**src/rtl/parity_check_arbiter.sv**
```systemverilog
// Round-robin arbiter feeding one registered nibble parity checker; results return over valid/ready.
// Optional saturating parity-error counter output err_cnt is enabled by defining PEC_ERR_COUNT_EN.
module parity_check_arbiter #(
    parameter int NUM_REQ    = 4,
    parameter int DATA_W     = 4,
    parameter int ODD_PARITY = 0,
    localparam int IDW       = (NUM_REQ > 2) ? $clog2(NUM_REQ) : 1
) (
    input  logic                      clk,
    input  logic                      rst,
    input  logic [NUM_REQ-1:0]        req_valid,
    input  logic [NUM_REQ*DATA_W-1:0] req_data,
    output logic [NUM_REQ-1:0]        req_ready,
    output logic                      rsp_valid,
    output logic [IDW-1:0]            rsp_id,
    output logic                      rsp_pec,
    input  logic                      rsp_ready,
    output logic                      busy
`ifdef PEC_ERR_COUNT_EN
   ,output logic [7:0]                err_cnt
`endif
);

    localparam int unsigned NR      = NUM_REQ;
    localparam logic        ODD_BIT = (ODD_PARITY != 0);

    typedef enum logic [1:0] {
        IDLE  = 2'd0,
        CHECK = 2'd1,
        RESP  = 2'd2
    } state_t;

    state_t            state_q, state_d;
    logic [IDW-1:0]    rr_ptr_q, rr_ptr_d;
    logic [IDW-1:0]    id_q, id_d;
    logic [DATA_W-1:0] word_q, word_d;
    logic              pec_q, pec_d;

    logic              grant_found;
    logic [IDW-1:0]    grant_id;

    // First valid requester at or after rr_ptr, wrapping modulo NUM_REQ.
    always_comb begin
        int unsigned    idx;
        logic [IDW-1:0] cand;
        grant_found = 1'b0;
        grant_id    = '0;
        idx         = 0;
        cand        = '0;
        for (int unsigned k = 0; k < NR; k++) begin
            idx = 32'(rr_ptr_q) + k;
            if (idx >= NR) idx = idx - NR;
            cand = IDW'(idx);
            if (!grant_found && req_valid[cand]) begin
                grant_found = 1'b1;
                grant_id    = cand;
            end
        end
    end

    always_comb begin
        int unsigned nxt;
        state_d   = state_q;
        rr_ptr_d  = rr_ptr_q;
        id_d      = id_q;
        word_d    = word_q;
        pec_d     = pec_q;
        req_ready = '0;
        nxt       = 0;
        unique case (state_q)
            IDLE: begin
                if (grant_found) begin
                    req_ready[grant_id] = 1'b1;
                    word_d   = req_data[32'(grant_id)*DATA_W +: DATA_W];
                    id_d     = grant_id;
                    nxt      = 32'(grant_id) + 1;
                    if (nxt >= NR) nxt = 0;
                    rr_ptr_d = IDW'(nxt);
                    state_d  = CHECK;
                end
            end
            CHECK: begin
                pec_d   = (^word_q) ^ ODD_BIT;
                state_d = RESP;
            end
            RESP: begin
                if (rsp_ready) state_d = IDLE;
            end
            default: state_d = IDLE;
        endcase
        // No accept strobe may escape while reset is being applied.
        if (rst) req_ready = '0;
    end

    always_ff @(posedge clk) begin
        if (rst) begin
            state_q  <= IDLE;
            rr_ptr_q <= '0;
            id_q     <= '0;
            word_q   <= '0;
            pec_q    <= 1'b0;
        end else begin
            state_q  <= state_d;
            rr_ptr_q <= rr_ptr_d;
            id_q     <= id_d;
            word_q   <= word_d;
            pec_q    <= pec_d;
        end
    end

    assign rsp_valid = (state_q == RESP);
    assign rsp_id    = id_q;
    assign rsp_pec   = pec_q;
    assign busy      = (state_q != IDLE);

`ifdef PEC_ERR_COUNT_EN
    logic [7:0] err_cnt_q;

    always_ff @(posedge clk) begin
        if (rst) begin
            err_cnt_q <= '0;
        end else if (rsp_valid && rsp_ready && pec_q && (err_cnt_q != 8'hFF)) begin
            err_cnt_q <= err_cnt_q + 8'd1;
        end
    end

    assign err_cnt = err_cnt_q;
`endif

endmodule

```
**config.mk**
```make
export PLATFORM = sky130hd
export DESIGN_NAME = parity_check_arbiter
export DESIGN_NICKNAME = d
export VERILOG_FILES = /design/src/rtl/parity_check_arbiter.sv
export SDC_FILE = /design/constraint.sdc
export NUM_CORES = 1
export LEC_CHECK = 0
export BUFFER_PORTS_ARGS = -buffer_cell sky130_fd_sc_hd__buf_4
export CAP_MARGIN = 5
export CELL_PAD_IN_SITES_DETAIL_PLACEMENT = 1
export CELL_PAD_IN_SITES_GLOBAL_PLACEMENT = 2
export CORE_MARGIN = 4
export CORE_UTILIZATION = 23
export CTS_CLUSTER_DIAMETER = 120
export DETAILED_ROUTE_END_ITERATION = 10
export PLACE_DENSITY = 0.74
export SYNTH_ARGS = -nofsm -noshare
export SYNTH_HDL_FRONTEND = slang
export SYNTH_SLANG_ARGS = --single-unit
```
**constraint.sdc**
```tcl
create_clock -name clk -period 1.4 [get_ports clk]
set_input_delay 0.21 -clock clk [delete_from_list [all_inputs] [get_ports clk]]
set_output_delay 0.21 -clock clk [all_outputs]
set_load 0.01 [all_outputs]
```
==> results by group <==
Yosys
  – Cells after synthesis: 79
  – Post-Syn Area: between 700 and 800 um2
  – #FFs+latches synth: 11
  – Synth top area cells: dfxtp_1 30%, mux2i_1 14%, ha_1 6.9%, o221ai_1 4.8%, and2_1 4.3%
  – Syn_nets: around 110
  – Cell taking the most area after synthesis: dfxtp_1
  – Ys Warns: 0
  – Seq/Total Area, Yosys: a little over 30%
  – Count of cell types in the netlist: 28
  – Yosys top cell area share: between 30% and 40%
  – Syn Area/Cell: slightly above 9 um2

Floorplan
  – Die width: between 60 and 70 um
  – DIE AREA: around 4100 um2
  – Core area: 3030 um2
  – Std-Cell Rows: 20
  – Initial Utilization: between 20 and 25%
  – Die height: between 60 and 70 um
  – I/O pin cnt: 32

Clock tree
  – CTS tree: done
  – Clock latency on the worst-skew pair: roughly 0.28 ns
  – Clock Sinks: 11
  – Max Buffers Root-to-Sink: 2
  – CTS H-tree lvls: 1
  – Num CTS Buffers: 3
  – Clk pin slew, worst setup/hold paths: 0.08 ns
  – Root Buffer: clkbuf_4

Pwr
  – Power Dens Cells: 1050 nW/um2
  – Leak: a little under 0.6 nW
  – Worst vdd ir: ~0.29 mV

Placement
  – IO Port Bufs: 31
  – Placement Cell Area: 1130 um2
  – Final HPWL DP: 1670 um
  – GPL Wtd Cong: a little under 0.7

Global route
  – First-pass GRT wire length: 3540 um
  – Grt ovf: 0
  – Initial antenna violation count: 0
  – Vias in the first global route: just under 800
  – Largest net degree at the start of global routing: 12
  – Tot GR Track Use: 11.0%

Setup path
  – Worst-path cell chain: a21oi_2, nor3_1, or3_4, ha_2, and2_4, buf_4
  – Nature of the critical path startpoint: flop
  – CP peak stage delay: 0.40 ns
  – Arrival time worst endpoint: 1.64 ns
  – WS Path Type: flop to output pin
  – CP Data Required Time: 1.19 ns
  – Critical path peak fanout: 4
  – Critical Path Sink Type: output pin
  – Worst path slowest cell: or3_4

Drt
  – Initial DRT Pass Iterations: 3
  – WL final: 1990 um
  – Initial detailed-routing violation count: 14
  – Post-DR wirelength/cell: ~12 um
  – Post-route DRC: 0
  – Post-DR vias/cell: between 4 and 5
  – Post-detailed-route count of antenna-violating nets: 0
  – Via count: approximately 720

STA
  – Slew @ Worst Pin: between 0.2 and 0.3 ns
  – Min Tclk post-route: ~1.9 ns
  – Fin worst setup slack: -0.455 ns
  – Count of final setup violators: 11
  – Max-slew headroom: between 80 and 90%
  – Layout Skew: 0.00718 ns
  – Final slew viol count: 0
  – WHS: slightly below 0.2 ns
  – Final Hold Fails: 0
  – Setup TNS Final: -2.72 ns
  – Unrepaired setup endpoints after global routing: yes
  – Maximum clock frequency: 0.539 GHz
  – Tcrit/Tclk final: 132%

Run status
  – Outcome: finished, violations left
  – Failing checks: setup timing

Layout
  – Filler cells: around 370
  – Share of layout cells above drive strength 1: 55.9%
  – Final instance area: about 1200 um2
  – Nets@finish: 155
  – Final antenna diode count: 0
  – Area Overhead vs Synth: 67.3%

Hold path
  – Min-Delay Path Class: primary input to flop

Job
  – Max-cap violations: 0
[synthesized netlist by cell type (all sizes together)]
cell type	instances
a211o	1
a211oi	1
a21oi	6
a31o	1
and2	5
buf	2
clkbuf	1
clkinv	1
dfxtp	11
ha	4
inv	6
mux2i	10
nand2	3
nand2b	4
nand3b	4
nor2	6
nor2b	1
nor3	1
o221ai	4
o22ai	1
or2	2
or3	1
xnor2	2
xor2	1
[what timing repair did]
item | in CTS | in global routing
cloned | 0 | 0
hold buffers | 0 | 0
pin swaps | 1 | 4
resized for setup | 4 | 8
setup endpoints to repair | 11 | 12
setup buffers | 3 | 1
[metal layers]
metal  vias to the layer above  global-route usage [%]  part of all wire (%)
met3                         2                    4.04                   7.6
met4                         0                    3.96                  0.85
met5                         -                       0                     0
met1                       325                    12.6                    40
li1                        370                       -                     -
met2                        26                    18.6                    52
[where the power goes]
part | internal [mW] | leakage, nW | switching, mW
sequential | 0.370 | 0.0915 | 0.0347
clock | 0.110 | 0.0150 | 0.118
combinational | 0.368 | 0.476 | 0.271
[logic make-up after synthesis]
logic type,share of synthesized area [%]
muxes,13.8
and+or+nand+nor,25.0
xor gates and xnor gates,3.62
adders and majority gates,6.88
DFF,30.3
AOI/OAI and AO/OA,13.3
buffers and inverters,7.23
[cell type report]
class	count	area, um2	share of cell area, %
multi-input cells	58	508	41.8
repair buffers	47	373	30.7
flip-flops and latches	11	223	18.3
well taps	44	55.1	4.53
inverters	7	31.3	2.57
clock buffers	4	26.3	2.16
[metrics by stage]
step                      power [mW]  setup slack (ns)  std cells  utilization [%]
final                           1.27            -0.455        171             40.2
after global routing            1.39            -0.525        171             40.2
after CTS                       1.25            -0.471        170             39.0
after detailed placement       0.992            -0.218        164             37.2
after global placement         0.975            -0.182        164             37.2
after floorplan                0.769           -0.0204         79                -
[cells in the final DEF, fill, tap and decap left out, types with 2 or more instances in the layout]
cell / instances
a21oi_1: 3
a21oi_2: 3
and2_4: 4
buf_4: 44
buf_6: 2
clkbuf_4: 3
dfxtp_1: 9
dfxtp_2: 2
ha_2: 2
inv_1: 5
mux2i_1: 8
mux2i_2: 2
nand2b_1: 3
nand3b_1: 4
nor2_1: 5
o221ai_1: 4
or2_1: 2
xnor2_1: 2
[state kept, by name, summed over array words and instances (netlist names)]
signal and flops:
word_q 4, rr_ptr_q 2, rsp_id 2, state_q 2
rsp_pec 1
[worst max-delay path: cells and delay by family, from the launching register on]
kind                       cells  cell delay [ns]
adders and majority gates      1             0.18
AOI/OAI and AO/OA              1             0.12
buffers and inverters          1             0.14
and+or+nand+nor                3             0.59
DFF                            1             0.34
[final timing paths]
| path | from | to | slack [ns] | depth (start not counted) |
|---|---|---|---|---|
| worst max-delay path | rr_ptr_q[1] | req_ready[0] | -0.45 | 6 |
| worst min-delay path | rsp_ready | state_q[1] | 0.20 | 3 |
| worst min register to register | rsp_id[0] | rsp_id[0] | 0.46 | 2 |
| worst max register to register | rr_ptr_q[0] | rr_ptr_q[0] | -0.20 | 7 |
(Power assumes the default switching activity.)
